--- src/rtl/can_bit_destuffer.sv ---
// CAN / CAN FD receive-path bit destuffer: strips dynamic or fixed-period stuff bits,
// forwards data bits with a one-cycle valid strobe and flags stuff violations.
module can_bit_destuffer #(
    parameter int STUFF_LEN    = 5,
    parameter int FIXED_PERIOD = 4,
    parameter int CNT_W        = 3
) (
    input  logic             i_Clk,
    input  logic             i_Rst,
    input  logic             i_Sample,
    input  logic             i_Bit,
    input  logic             i_Enable,
    input  logic             i_Fixed,
    input  logic             i_Restart,
    output logic             o_Bit,
    output logic             o_Valid,
    output logic             o_Stuff,
    output logic             o_Err,
    output logic [CNT_W-1:0] o_Stuff_Cnt
);

    localparam int RUN_W = $clog2(STUFF_LEN + 1);
    localparam int FIX_W = $clog2(FIXED_PERIOD + 1);
    localparam logic [RUN_W-1:0] RUN_MAX = RUN_W'(STUFF_LEN);
    localparam logic [FIX_W-1:0] FIX_MAX = FIX_W'(FIXED_PERIOD);

    typedef enum logic [1:0] {
        OUT_NONE,
        OUT_DATA,
        OUT_STUFF,
        OUT_ERR
    } outcome_t;

    logic             last_bit;
    logic [RUN_W-1:0] run_cnt;
    logic [FIX_W-1:0] fix_cnt;
    logic             fixed_q;
    logic [CNT_W-1:0] stuff_cnt;

    logic             base_last;
    logic [RUN_W-1:0] base_run;
    logic [FIX_W-1:0] base_fix;
    logic             base_fixed_q;
    logic [CNT_W-1:0] base_cnt;

    logic             nxt_last;
    logic [RUN_W-1:0] nxt_run;
    logic [FIX_W-1:0] nxt_fix;
    logic             nxt_fixed_q;
    logic [CNT_W-1:0] nxt_cnt;
    outcome_t         outcome;

    // Restart is folded in ahead of the bit decision, so a coincident strobe is
    // judged against the cleared run state.
    always_comb begin
        base_last    = i_Restart ? 1'b1 : last_bit;
        base_run     = i_Restart ? '0 : run_cnt;
        base_fix     = i_Restart ? '0 : fix_cnt;
        base_fixed_q = i_Restart ? 1'b0 : fixed_q;
        base_cnt     = i_Restart ? '0 : stuff_cnt;
    end

    // NOTE: every output of this block gets a default first, so no path leaves a
    // variable unassigned and no latch is inferred.
    always_comb begin
        nxt_last    = base_last;
        nxt_run     = base_run;
        nxt_fix     = base_fix;
        nxt_fixed_q = base_fixed_q;
        nxt_cnt     = base_cnt;
        outcome     = OUT_NONE;

        if (i_Sample) begin
            nxt_last = i_Bit;
            if (!i_Enable) begin
                outcome     = OUT_DATA;
                nxt_run     = '0;
                nxt_fix     = '0;
                nxt_fixed_q = 1'b0;
            end else if (!i_Fixed) begin
                nxt_fixed_q = 1'b0;
                if (base_run == RUN_MAX) begin
                    if (i_Bit != base_last) begin
                        // The stuff bit itself opens the next run.
                        outcome = OUT_STUFF;
                        nxt_run = RUN_W'(1);
                        nxt_cnt = base_cnt + CNT_W'(1);
                    end else begin
                        outcome = OUT_ERR;
                        nxt_run = '0;
                    end
                end else begin
                    outcome = OUT_DATA;
                    if (i_Bit == base_last && base_run != '0) begin
                        nxt_run = base_run + RUN_W'(1);
                    end else begin
                        nxt_run = RUN_W'(1);
                    end
                end
            end else begin
                nxt_fixed_q = 1'b1;
                nxt_run     = '0;
                // The first fixed-mode strobe is always a fixed stuff bit.
                if (!base_fixed_q || base_fix == FIX_MAX) begin
                    outcome = (i_Bit != base_last) ? OUT_STUFF : OUT_ERR;
                    nxt_fix = '0;
                end else begin
                    outcome = OUT_DATA;
                    nxt_fix = base_fix + FIX_W'(1);
                end
            end
        end
    end

    // NOTE: sequential state uses non-blocking assignments only, so every register
    // samples pre-edge values regardless of statement order.
    always_ff @(posedge i_Clk or posedge i_Rst) begin
        if (i_Rst) begin
            last_bit  <= 1'b1;
            run_cnt   <= '0;
            fix_cnt   <= '0;
            fixed_q   <= 1'b0;
            stuff_cnt <= '0;
            o_Bit     <= 1'b1;
            o_Valid   <= 1'b0;
            o_Stuff   <= 1'b0;
            o_Err     <= 1'b0;
        end else begin
            last_bit  <= nxt_last;
            run_cnt   <= nxt_run;
            fix_cnt   <= nxt_fix;
            fixed_q   <= nxt_fixed_q;
            stuff_cnt <= nxt_cnt;
            o_Valid   <= (outcome == OUT_DATA);
            o_Stuff   <= (outcome == OUT_STUFF);
            o_Err     <= (outcome == OUT_ERR);
            if (outcome == OUT_DATA) begin
                o_Bit <= i_Bit;
            end
        end
    end

    assign o_Stuff_Cnt = stuff_cnt;

endmodule

--- config.mk ---
export PLATFORM = sky130hd
export DESIGN_NAME = can_bit_destuffer
export DESIGN_NICKNAME = d
export VERILOG_FILES = /design/src/rtl/can_bit_destuffer.sv
export SDC_FILE = /design/constraint.sdc
export NUM_CORES = 1
export LEC_CHECK = 0
export ABC_AREA = 1
export BUFFER_PORTS_ARGS = -buffer_cell sky130_fd_sc_hd__buf_4
export CORE_MARGIN = 2
export CORE_UTILIZATION = 49
export DETAILED_ROUTE_END_ITERATION = 16
export PLACE_DENSITY = 0.73
export SETUP_SLACK_MARGIN = 0.1
export SYNTH_ARGS = -nofsm -noshare
export SYNTH_HDL_FRONTEND = slang
export SYNTH_SLANG_ARGS = --single-unit
export TNS_END_PERCENT = 5
--- constraint.sdc ---
create_clock -name i_Clk -period 1.2 [get_ports i_Clk]
set_clock_uncertainty 0.1 [all_clocks]
set_input_delay 0.12 -clock i_Clk [delete_from_list [all_inputs] [get_ports i_Clk]]
set_output_delay 0.12 -clock i_Clk [all_outputs]
set_load 0.01 [all_outputs]
# [Word-level counts from Yosys, hierarchy flattened]
# Cells that the tools add are included.
[word_totals] reg_bits=15 inputBits=7 out_inout_bits=7 elab_cells=53
[classes] addsub=3 eq_ne=7 muxes=30 reduce_logical=4
[op_table] op="$mux W3" count=17
[op_table] op="$mux W2" count=5
[op_table] op="$add A3 B1 Y3 const B" count=3
[op_table] op="$mux W1" count=8
[op_table] op="$eq A3 B3 Y1 const B" count=2
[op_table] op="$eq A2 B2 Y1 const B" count=2
[op_table] op="$reduce_bool A3 Y1" count=1
[op_table] op="$eq A2 B1 Y1 const B" count=1
[op_table] op="$eq A1 B1 Y1" count=1
[op_table] op="$logic_and A1 B1 Y1" count=1
[op_table] op="$logic_not A1 Y1" count=1
[op_table] op="$logic_or A1 B1 Y1" count=1
[op_table] op="$ne A1 B1 Y1" count=1

# [Depth between registers and ports, before layout]
# Gate-level depths: netlist of the first run.
[depth] word_depth=8 depth_mapped=9 mapped_depth_nobuf=9

# [Worst setup path after synthesis of the first run]
# Ideal clock, no wire load.
[synth_timing] path_kind="reg2reg" from="reg last_bit" to="reg stuff_cnt[0] (netlist: o_Stuff_Cnt[0])" arrival_time_ns=0.988 required_ns=0.975 setup_slack_ns=-0.013 stages_incl_launch_ff=7 synth_period_minus_slack_ns=1.213 cell_sequence="dfstp_2 -> inv_1 -> nand2_1 -> nand2_2 -> nand2_2 -> nand3_1 -> xor2_1"
[synth_between] elab_chain_cells=7
[synth_lines] element="from (decl)" line="34" source="logic last_bit;"
[synth_lines] element="from (signal assigned)" line="129" source="last_bit <= nxt_last;"
[synth_lines] element="$mux W1" line="56" source="base_last = i_Restart ? 1'b1 : last_bit;"
[synth_lines] element="$ne A1 B1 Y1" line="83" source="if (i_Bit != base_last) begin"
[synth_lines] element="$mux W3" line="83"
[synth_lines] element="$mux W3" line="82" source="if (base_run == RUN_MAX) begin"
[synth_lines] element="$mux W3" line="80" source="end else if (!i_Fixed) begin"
[synth_lines] element="$mux W3" line="75" source="if (!i_Enable) begin"
[synth_lines] element="$mux W3" line="73" source="if (i_Sample) begin"
[synth_lines] element="named net nxt_cnt[0]" line="50" source="logic [CNT_W-1:0] nxt_cnt;"
[synth_lines] element="to (signal assigned)" line="133" source="stuff_cnt <= nxt_cnt;"
[synth_lines] element="to (decl)" line="38" source="logic [CNT_W-1:0] stuff_cnt;"
# The timed path passes the listed nets, and every way through them passes these cells.
# A chain may end at the register's enable or synchronous reset.

# [Worst setup path after layout of the first run]
[layout_timing] from="reg run_cnt[1]" to="reg run_cnt[2]"
[layout_between] elab_chain_cells=8 word_cells_on_any_way=10 classes_between="add/sub: 1; eq/ne: 1; mux: 6; reduce/logical: 2"
[layout_lines] element="from (decl)" line="35" source="logic [RUN_W-1:0] run_cnt;"
[layout_lines] element="from (signal assigned)" line="130" source="run_cnt <= nxt_run;"
[layout_lines] element="$mux W3 (*)" line="57" source="base_run = i_Restart ? '0 : run_cnt;"
[layout_lines] element="branches (longest 3 deep; another with $add A3 B1 Y3)"
[layout_lines] element="$mux W3 (*)" line="82"
[layout_lines] element="$mux W3 (*)" line="80"
[layout_lines] element="$mux W3 (*)" line="75"
[layout_lines] element="$mux W3 (*)" line="73"
[layout_lines] element="named net nxt_run[2]" line="47" source="logic [RUN_W-1:0] nxt_run;"
# Mark *: on every way through the listed nets, which the timed path passes.

==> impl_metrics.toml, run 1 <==
[worst_hold_path]
hold_start = "i_Bit"
min_path_cells = 3
min_to = "o_Stuff"
hold_class = "in -> reg"

[cts]
cts_tree = "built"
cts_buffer_depth = 2
ctsHtreeMaxLevel = 1
root_buffer = "clkbuf_4"
numCtsBuffers = 3
cts_sinks = 15
clkSlewWorstSetupHoldPaths_ps = 90
insertion_delay_ps = 280

[grt]
grt_max_degree = 16
antenna_found_initial = 0
grt_overflow = 0
grt_pass1_wl_um = 3256
grt_use_total_pct = 20.87
grt_pass1_vias = 799

[route]
drc_errors = 0
drt_iter0_markers = 12
ant_nets = 0
dr_total_vias = 850
avgRoutedWirePerCell_um = 11.64
drt-vias-per-instance = 4.885
drt_wl_total_um = 2025
drt_pass1_iterations = 5

[power_and_ir_drop]
power_density_nw_per_um2 = 796.6
seq_power_share_pct = 53.0
swShare_pct = 27.15
p_sw_mw = 0.2752
ir_drop_v = 0.0007720
internal-power_mw = 0.7384
p_leak_nw = 0.6986
pwr-share-clk_pct = 28.0
combPwrFrac_pct = 19.0

[synth]
async_flop_share_pct = 100.0
yosys_warnings = 0
synth_area_leaders = "dfrtp_1 (36%), nand2_1 (13%), inv_1 (7.5%), dfstp_2 (5.9%), ha_1 (5.6%)"
synthDistinctLibCells = 23
ys.flop_type = "dfrtp_1"
synth-seq-cells = 15
synth_edf_count = 0
synth_most_common_cell = "nand2_1"
syn_avg_cell_area_um2 = 7.869
synthTopCellsByCount = "nand2_1 (30), inv_1 (18), dfrtp_1 (13)"
synth_nets = 125
synthesis.area_um2 = 897.1
synth_top_area_share_pct = 36.26
synth_cells = 114
yosysSeqAreaShare_pct = 42.12
yosys.area.top_type = "dfrtp_1"

[worst_setup_path]
worstReg2RegEnd = "run_cnt[2]"
crit_chain = "inv_2, nor2_4, ha_2, xor2_1, nand3b_1, nand2_1"
worstPathRequired_ps = 1280
arrival_ps = 1390
cp_slowest_cell = "dfrtp_1"
crit_fanout = 3
regToRegSetupSlack_ps = -110
crit_type = "reg -> reg"
reg2reg_depth = 6
cpPeakStageDelay_ps = 390
r2r-start = "run_cnt[1]"
end_kind = "flop"
startpoint = "run_cnt[1]"
critPathLaunchType = "flop"

[sta]
whs_ps = 62.03
slew_violations = 0
fin_ws_ps = -113.6
period_share_pct = 109.5
finalHoldViolCount = 0
post-route-min-period_ps = 1314
finalSetupTns_ps = -261.5
setup_viol = 7
worst_slew_pin_slew_ps = 306.7
fmax_mhz = 761.3
rsz0062_at_grt = "yes"
maxSlewHeadroom_pct = 79.48

[floorplanning]
die_y_um = 46.79
core_um2 = 1727
die_x_um = 46.79
initial_core_util_pct = 51.96
core.rowCount = 15
pin_count = 14
die-area_um2 = 2189

[final_layout]
fin_util_pct = 73.70
area_growth_pct = 41.84
drive_above_1_share_pct = 44.30
antennaDiodeCount = 0
nets = 161
fillers = 132

[run_status]
status = "finished, violations left"
failed_checks = "setup timing"

[job]
timing.max_cap.violations = 0

[placement]
hpwl_um = 1439
port_buffers = 13
pre_cts_ws_ps = -79.89
place_congestion = 0.8541
## worst max path at each step
| stage | endpoint | slack [ps] | cells past startpoint |
|---|---|---|---|
| after floorplan | o_Stuff_Cnt[0] | 10 | 6 |
| after global placement | o_Stuff_Cnt[0] | -60 | 7 |
| after detailed placement | o_Stuff_Cnt[0] | -80 | 6 |
| after CTS | run_cnt[2] | -50 | 6 |
| after global routing | o_Err | -130 | 8 |
| final | run_cnt[2] | -110 | 6 |
## placed cells by master, fill, tap and decap left out, types with 3 or more instances in the layout
cell / netlist / routed
buf_4: 0 / 29
nand2_1: 30 / 23
inv_1: 18 / 17
dfrtp_1: 13 / 13
nand2_2: 4 / 9
nor2_1: 10 / 7
o21ai_0: 5 / 5
nand2_4: 2 / 4
nand3_1: 6 / 4
nor2_4: 2 / 3
a21oi_2: 1 / 3
a21oi_1: 5 / 3
nor2_2: 1 / 3
nand3_2: 2 / 3
clkbuf_4: 0 / 3
## state kept, by name (all words and copies together), names as in the netlist
register	count
o_Bit	1
o_Stuff_Cnt	3
o_Valid	1
o_Err	1
fixed_q	1
last_bit	1
o_Stuff	1
run_cnt	3
fix_cnt	3
## metal layers
layer,up-vias,global-route usage (%),part of all wire (%)
met1,395,25.78,42
met5,-,0,0
met3,8,4.231,3.8
met4,0,6.667,1.5
li1,424,-,-
met2,23,36.44,52
## timing repair
action                                  CTS  global route
cloned                                    0             0
pin swaps                                 7             3
hold buffers                              2             0
resized for setup                        12             8
endpoints found under the hold margin    17             0
endpoints found under the setup margin   14            15
buffers inserted                          0             2
## cell families (layout without fill, tap and decap cells)
logic type / Yosys count / count (layout) / share of synthesized area [%]
buffers and inverters: 21 / 56 / 9.902
xor gates and xnor gates: 2 / 2 / 1.953
and+or+nand+nor: 59 / 59 / 32.36
adders and majority gates: 4 / 4 / 5.579
DFF: 15 / 15 / 42.12
AOI/OAI and AO/OA: 13 / 13 / 8.089
## critical path, delay by kind of cell (launching register included)
family                   cells  cell delay [ps]
flip-flops                   1              390
adder cells (fa/ha/maj)      1              180
AND/OR/NAND/NOR              3              300
buffers and inverters        1               70
XOR/XNOR                     1              170
## power groups by stage
| stage | Combinational, mW | Clock [mW] | Sequential, mW |
|---|---|---|---|
| 5_1_grt | 0.215 | 0.317 | 0.539 |
| 6_report | 0.193 | 0.284 | 0.537 |
| 3_3_place_gp | 0.164 | 0 | 0.545 |
| 3_5_place_dp | 0.167 | 0 | 0.544 |
| 4_1_cts | 0.182 | 0.296 | 0.536 |
| 2_1_floorplan | 0.0855 | 0 | 0.548 |
## metrics by stage
stage / cells / cell area [um2] / power, mW
floorplan: 114 / 909.6 / 0.6337
global placement: 166 / 1140 / 0.7090
detailed placement: 166 / 1140 / 0.7117
CTS: 172 / 1229 / 1.014
global route: 174 / 1272 / 1.072
finish: 174 / 1272 / 1.014
## cell type report
cell class,instances,area [um2],area share [%]
well taps,25,31.28,2.458
inverters,20,77.57,6.096
clock buffers,4,26.28,2.065
flip-flops and latches,15,377.9,29.70
multi-input cells,78,510.5,40.12
repair buffers,32,249.0,19.57
Power figures use the tool's default switching activity.
==> run 2, diff against run 1 <==
--- a/config.mk
+++ b/config.mk
@@ -8,9 +8,10 @@
 export ABC_AREA = 1
 export BUFFER_PORTS_ARGS = -buffer_cell sky130_fd_sc_hd__buf_4
 export CORE_MARGIN = 2
-export CORE_UTILIZATION = 49
+export CORE_UTILIZATION = 52
+export CTS_BUF_LIST = sky130_fd_sc_hd__clkbuf_4 sky130_fd_sc_hd__clkbuf_8
 export DETAILED_ROUTE_END_ITERATION = 16
-export PLACE_DENSITY = 0.73
+export PLACE_DENSITY = 0.77
 export SETUP_SLACK_MARGIN = 0.1
 export SYNTH_ARGS = -nofsm -noshare
 export SYNTH_HDL_FRONTEND = slang
==> run 2 against run 1 <==
Effect of this change: critical endpoint is now o_Stuff; highest routed layer unchanged; largest power group unchanged; the flow still finishes with violations (setup timing); critical path depth up 2; routed wire length up 2.7%; clock-buffer cell count down 1; clock power hardly changed.
==> impl_metrics.toml, run 2 (synthesis gave the netlist of run 1 again) <==
[floorplanning]
die_x_um = 45.54
core.rowCount = 15
initial_core_util_pct = 53.71
pin_count = 14
die_y_um = 45.54
core_um2 = 1670
die-area_um2 = 2073

[cts]
numCtsBuffers = 3
ctsHtreeMaxLevel = 1
clkSlewWorstSetupHoldPaths_ps = 90
root_buffer = "clkbuf_4"
cts_sinks = 15
cts_buffer_depth = 2
insertion_delay_ps = 280
cts_tree = "built"

[sta]
post-route-min-period_ps = 1276
maxSlewHeadroom_pct = 83.04
slew_violations = 0
whs_ps = 56.97
setup_viol = 10
period_share_pct = 106.3
worst_slew_pin_slew_ps = 254.1
finalHoldViolCount = 0
rsz0062_at_grt = "yes"
fmax_mhz = 783.9
fin_ws_ps = -75.70

[placement]
hpwl_um = 1421
place_congestion = 0.7970
dpl.cell_count = 155
port_buffers = 13

[grt]
grt_pass1_wl_um = 3118
grt_overflow = 0
grt_use_total_pct = 21.51
grt_max_degree = 11
grt_pass1_vias = 757
antenna_found_initial = 0

[route]
drt_iter0_markers = 26
drt-vias-per-instance = 5.190
ant_nets = 0
avgRoutedWirePerCell_um = 12.75
drt_pass1_iterations = 6
dr_total_vias = 846
drt_wl_total_um = 2079
drc_errors = 0

[final_layout]
area_growth_pct = 40.73
nets = 158
fin_cells = 163
fin_util_pct = 75.58
layout_commonest_cell = "buf_4"
antennaDiodeCount = 0
final_cell_mix = "buf_4 (25), nand2_1 (23), inv_1 (16), dfrtp_1 (13), nand2_2 (9)"
drive_above_1_share_pct = 45.21

[worst_setup_path]
crit_fanout = 3
crit_type = "reg -> reg"
r2r-start = "fix_cnt[1]"
critPathLaunchType = "flop"
startpoint = "fix_cnt[1]"
end_kind = "flop"
arrival_ps = 1390
worstReg2RegEnd = "o_Stuff"
reg2reg_depth = 8
worstPathRequired_ps = 1310
regToRegSetupSlack_ps = -80

[worst_hold_path]
min_to = "o_Stuff"
min_path_cells = 3
hold_class = "in -> reg"
hold_start = "i_Bit"

[power_and_ir_drop]
power_density_nw_per_um2 = 802.2
ir_drop_v = 0.0007266
p_leak_nw = 0.6787

[run_status]
status = "finished, violations left"
failed_checks = "setup timing"

[job]
timing.max_cap.violations = 0
run 2: power breakdown:
part	switching [mW]	leakage (nW)	internal [mW]
clock network	0.161	0.0177	0.124
logic	0.111	0.462	0.0789
registers	0.0111	0.199	0.527
total	0.283	0.679	0.730
run 2: worst max-delay path by stage:
stage	end	slack, ps	cells after the start
floorplan	o_Stuff_Cnt[0]	10	6
global placement	o_Stuff	-80	8
detailed placement	o_Err	-100	10
CTS	o_Stuff	-90	8
global route	o_Stuff	-180	8
finish	o_Stuff	-80	8
run 2: metal layers:
metal  routed length [um]  GRT usage (%)
met4                   43          7.059
met2                 1029          35.49
met3                  139          3.571
met1                  867          28.33
met5                    0              0
run 2: worst max-delay path: stages, from the launching register on:
cell,delay [ps]
dfrtp_1,380
nand2_2,100
ha_4,140
nand2_4,50
nand3_4,90
nand2_1,60
nor2_1,80
nand2_1,80
a21oi_1,120
run 2: layout make-up:
| type | count | area [um2] |
|---|---|---|
| clock buffer | 3 | 22.52 |
| clock inverter | 1 | 5.005 |
| fill | 111 | 407.9 |
| inverter | 20 | 80.08 |
| tap | 17 | 21.27 |
| timing repair buffer | 29 | 230.2 |
| sequential | 15 | 377.9 |
| multi-input combinational | 78 | 525.5 |
run 2: what timing repair did:
action,4_1_cts,5_1_grt
setup endpoints to repair,14,14
setup buffers,1,1
hold buffers,2,0
resized for setup,9,18
hold endpoints to repair,16,0
pin swaps,9,8
run 2: through the flow:
step	worst slack (ps)	TNS, ps	power, mW	cell area (um2)
floorplan	10.41	0	0.6337	909.6
global placement	-79.78	-263.6	0.7051	1107
detailed placement	-100.7	-606.7	0.7090	1107
CTS	-87.93	-431.5	1.008	1184
global route	-179.3	-1442	1.070	1262
finish	-75.70	-414.4	1.013	1262
==> run 3, diff against run 2 <==
--- a/config.mk
+++ b/config.mk
@@ -11,8 +11,9 @@
 export CORE_UTILIZATION = 52
 export CTS_BUF_LIST = sky130_fd_sc_hd__clkbuf_4 sky130_fd_sc_hd__clkbuf_8
 export DETAILED_ROUTE_END_ITERATION = 16
-export PLACE_DENSITY = 0.77
+export PLACE_DENSITY_LB_ADDON = 0.1
 export SETUP_SLACK_MARGIN = 0.1
+export SLEW_MARGIN = 20
 export SYNTH_ARGS = -nofsm -noshare
 export SYNTH_HDL_FRONTEND = slang
 export SYNTH_SLANG_ARGS = --single-unit
==> run 3 against run 2 <==
Effect of this change: the flow still finishes with violations (setup timing); cell count rose by 4.9%; sequential cell count did not move; first-iteration DRC count fell by 73%; combinational power rose by 11%; clock-buffer cell count did not move; critical path depth fell by 1; die area did not move; critical endpoint is now o_Stuff_Cnt[2]; largest power group unchanged.
==> impl_metrics.toml, run 3 (synthesis gave the netlist of run 1 again) <==
[run_status]
status = "finished, violations left"
failed_checks = "setup timing"

[placement]
pre_cts_ws_ps = -94.20
dpl.cell_count = 158
hpwl_um = 1569
place_congestion = 0.8733
port_buffers = 13

[sta]
fin_ws_ps = -71.43
slew_violations = 0
fmax_mhz = 786.5
worst_slew_pin_slew_ps = 227.1
setup_viol = 8
maxSlewHeadroom_pct = 84.70
finalHoldViolCount = 0
rsz0062_at_grt = "yes"
post-route-min-period_ps = 1271
period_share_pct = 106.0

[route]
drt_iter0_markers = 7
ant_nets = 0
dr_total_vias = 873
drt-vias-per-instance = 5.105
drt_wl_total_um = 2160
avgRoutedWirePerCell_um = 12.63
drt_pass1_iterations = 6
drc_errors = 0

[worst_setup_path]
regToRegSetupSlack_ps = -70
worstReg2RegEnd = "o_Stuff_Cnt[2]"
crit_fanout = 3
crit_type = "reg -> reg"
end_kind = "flop"
cpPeakStageDelay_ps = 560
reg2reg_depth = 7
worstPathRequired_ps = 1300
r2r-start = "last_bit"
cp_slowest_cell = "dfstp_2"
crit_chain = "nor2_2, nand2_1, nand3_2, nor2_4, nand3_2, nand2_1, inv_1"
arrival_ps = 1370
critPathLaunchType = "flop"

[final_layout]
area_growth_pct = 47.70
fin_cells = 171
drive_above_1_share_pct = 48.05
layout_commonest_cell = "buf_4"
antennaDiodeCount = 0
final_cell_mix = "buf_4 (32), nand2_1 (23), inv_1 (16), dfrtp_1 (13), nand2_2 (10)"
fillers = 118
nets = 166

[floorplanning]
die_x_um = 45.54
core.rowCount = 15
die_y_um = 45.54
core_um2 = 1670
initial_core_util_pct = 53.71
die-area_um2 = 2073
pin_count = 14

[grt]
grt_pass1_wl_um = 3532
grt_use_total_pct = 23.85
antenna_found_initial = 0
grt_overflow = 0
grt_max_degree = 16
grt_pass1_vias = 855

[power_and_ir_drop]
ir_drop_v = 0.0006892
seq_power_share_pct = 50.8
pwr-share-clk_pct = 29.3
p_sw_mw = 0.3096
swShare_pct = 29.24
internal-power_mw = 0.7491
p_leak_nw = 0.7175
combPwrFrac_pct = 19.8
total_power_mw = 1.059
power_density_nw_per_um2 = 799.0

[cts]
ctsHtreeMaxLevel = 1
numCtsBuffers = 3
clkSlewWorstSetupHoldPaths_ps = 100
insertion_delay_ps = 300
root_buffer = "clkbuf_4"
cts_buffer_depth = 2
cts_sinks = 15
cts_tree = "built"

[worst_hold_path]
hold_start = "i_Sample"
min_path_cells = 3
min_to = "last_bit"
hold_class = "in -> reg"

[job]
timing.max_cap.violations = 0
run 3: cell count changes in the layout (fill, tap and decap cells not counted), sizes merged:
cell / delta
buf: +8
run 3: how the worst max path moves through the flow:
stage,start,to,slack (ps),cells after the start
3_5_place_dp,fix_cnt[1],o_Stuff,-90,8
6_report,last_bit,o_Stuff_Cnt[2],-70,7
2_1_floorplan,last_bit,o_Stuff_Cnt[0],10,6
5_1_grt,last_bit,o_Stuff_Cnt[2],-170,7
3_3_place_gp,fix_cnt[1],o_Stuff,-90,8
4_1_cts,last_bit,o_Stuff_Cnt[0],-70,6
run 3: metrics by stage:
step	hold WS (ps)	utilization, %	area [um2]	setup TNS, ps
3_3_place_gp	40.62	67.64	1130	-384.8
5_1_grt	75.47	79.33	1325	-1477
3_5_place_dp	48.41	67.64	1130	-695.7
4_1_cts	39.36	75.06	1254	-413.5
6_report	48.83	79.33	1325	-378.9
2_1_floorplan	-79.95	-	909.6	0
run 3: final cells by class:
class / count / area [um2] / share of cell area, %
Multi-Input combinational cell: 78 / 526.8 / 39.75
Tap cell: 17 / 21.27 / 1.605
Clock buffer: 3 / 22.52 / 1.700
Timing Repair Buffer: 37 / 294.0 / 22.19
Clock inverter: 1 / 5.005 / 0.3777
Sequential cell: 15 / 377.9 / 28.52
Inverter: 20 / 77.57 / 5.855
run 3: power groups by stage:
stage | logic [mW] | clock network [mW] | registers (mW)
after global routing | 0.228 | 0.326 | 0.540
after CTS | 0.194 | 0.314 | 0.538
after detailed placement | 0.170 | 0 | 0.546
after floorplan | 0.0855 | 0 | 0.548
after global placement | 0.164 | 0 | 0.545
final | 0.210 | 0.311 | 0.538
run 3: layer usage:
layer / GRT usage, % / share of wire, % / vias up
met2: 39.72 / 51 / 18
met3: 2.381 / 3.0 / 7
li1: - / - / 432
met4: 14.71 / 2.6 / 0
met1: 29.17 / 43 / 416
met5: 0 / 0 / -
run 3: critical path, delay by kind of cell (launching register included):
family,cells,cell delay (ps)
buffers and inverters,1,30
and+or+nand+nor,6,480
DFF,1,560
run 3: timing repair:
action                                 4_1_cts  5_1_grt
endpoints found under the hold margin       17        0
cloned                                       0        0
setup endpoints to repair                   14       14
setup buffers                                3        4
gates resized for setup                     14       11
hold buffers                                 2        0
pin swaps                                    9       12
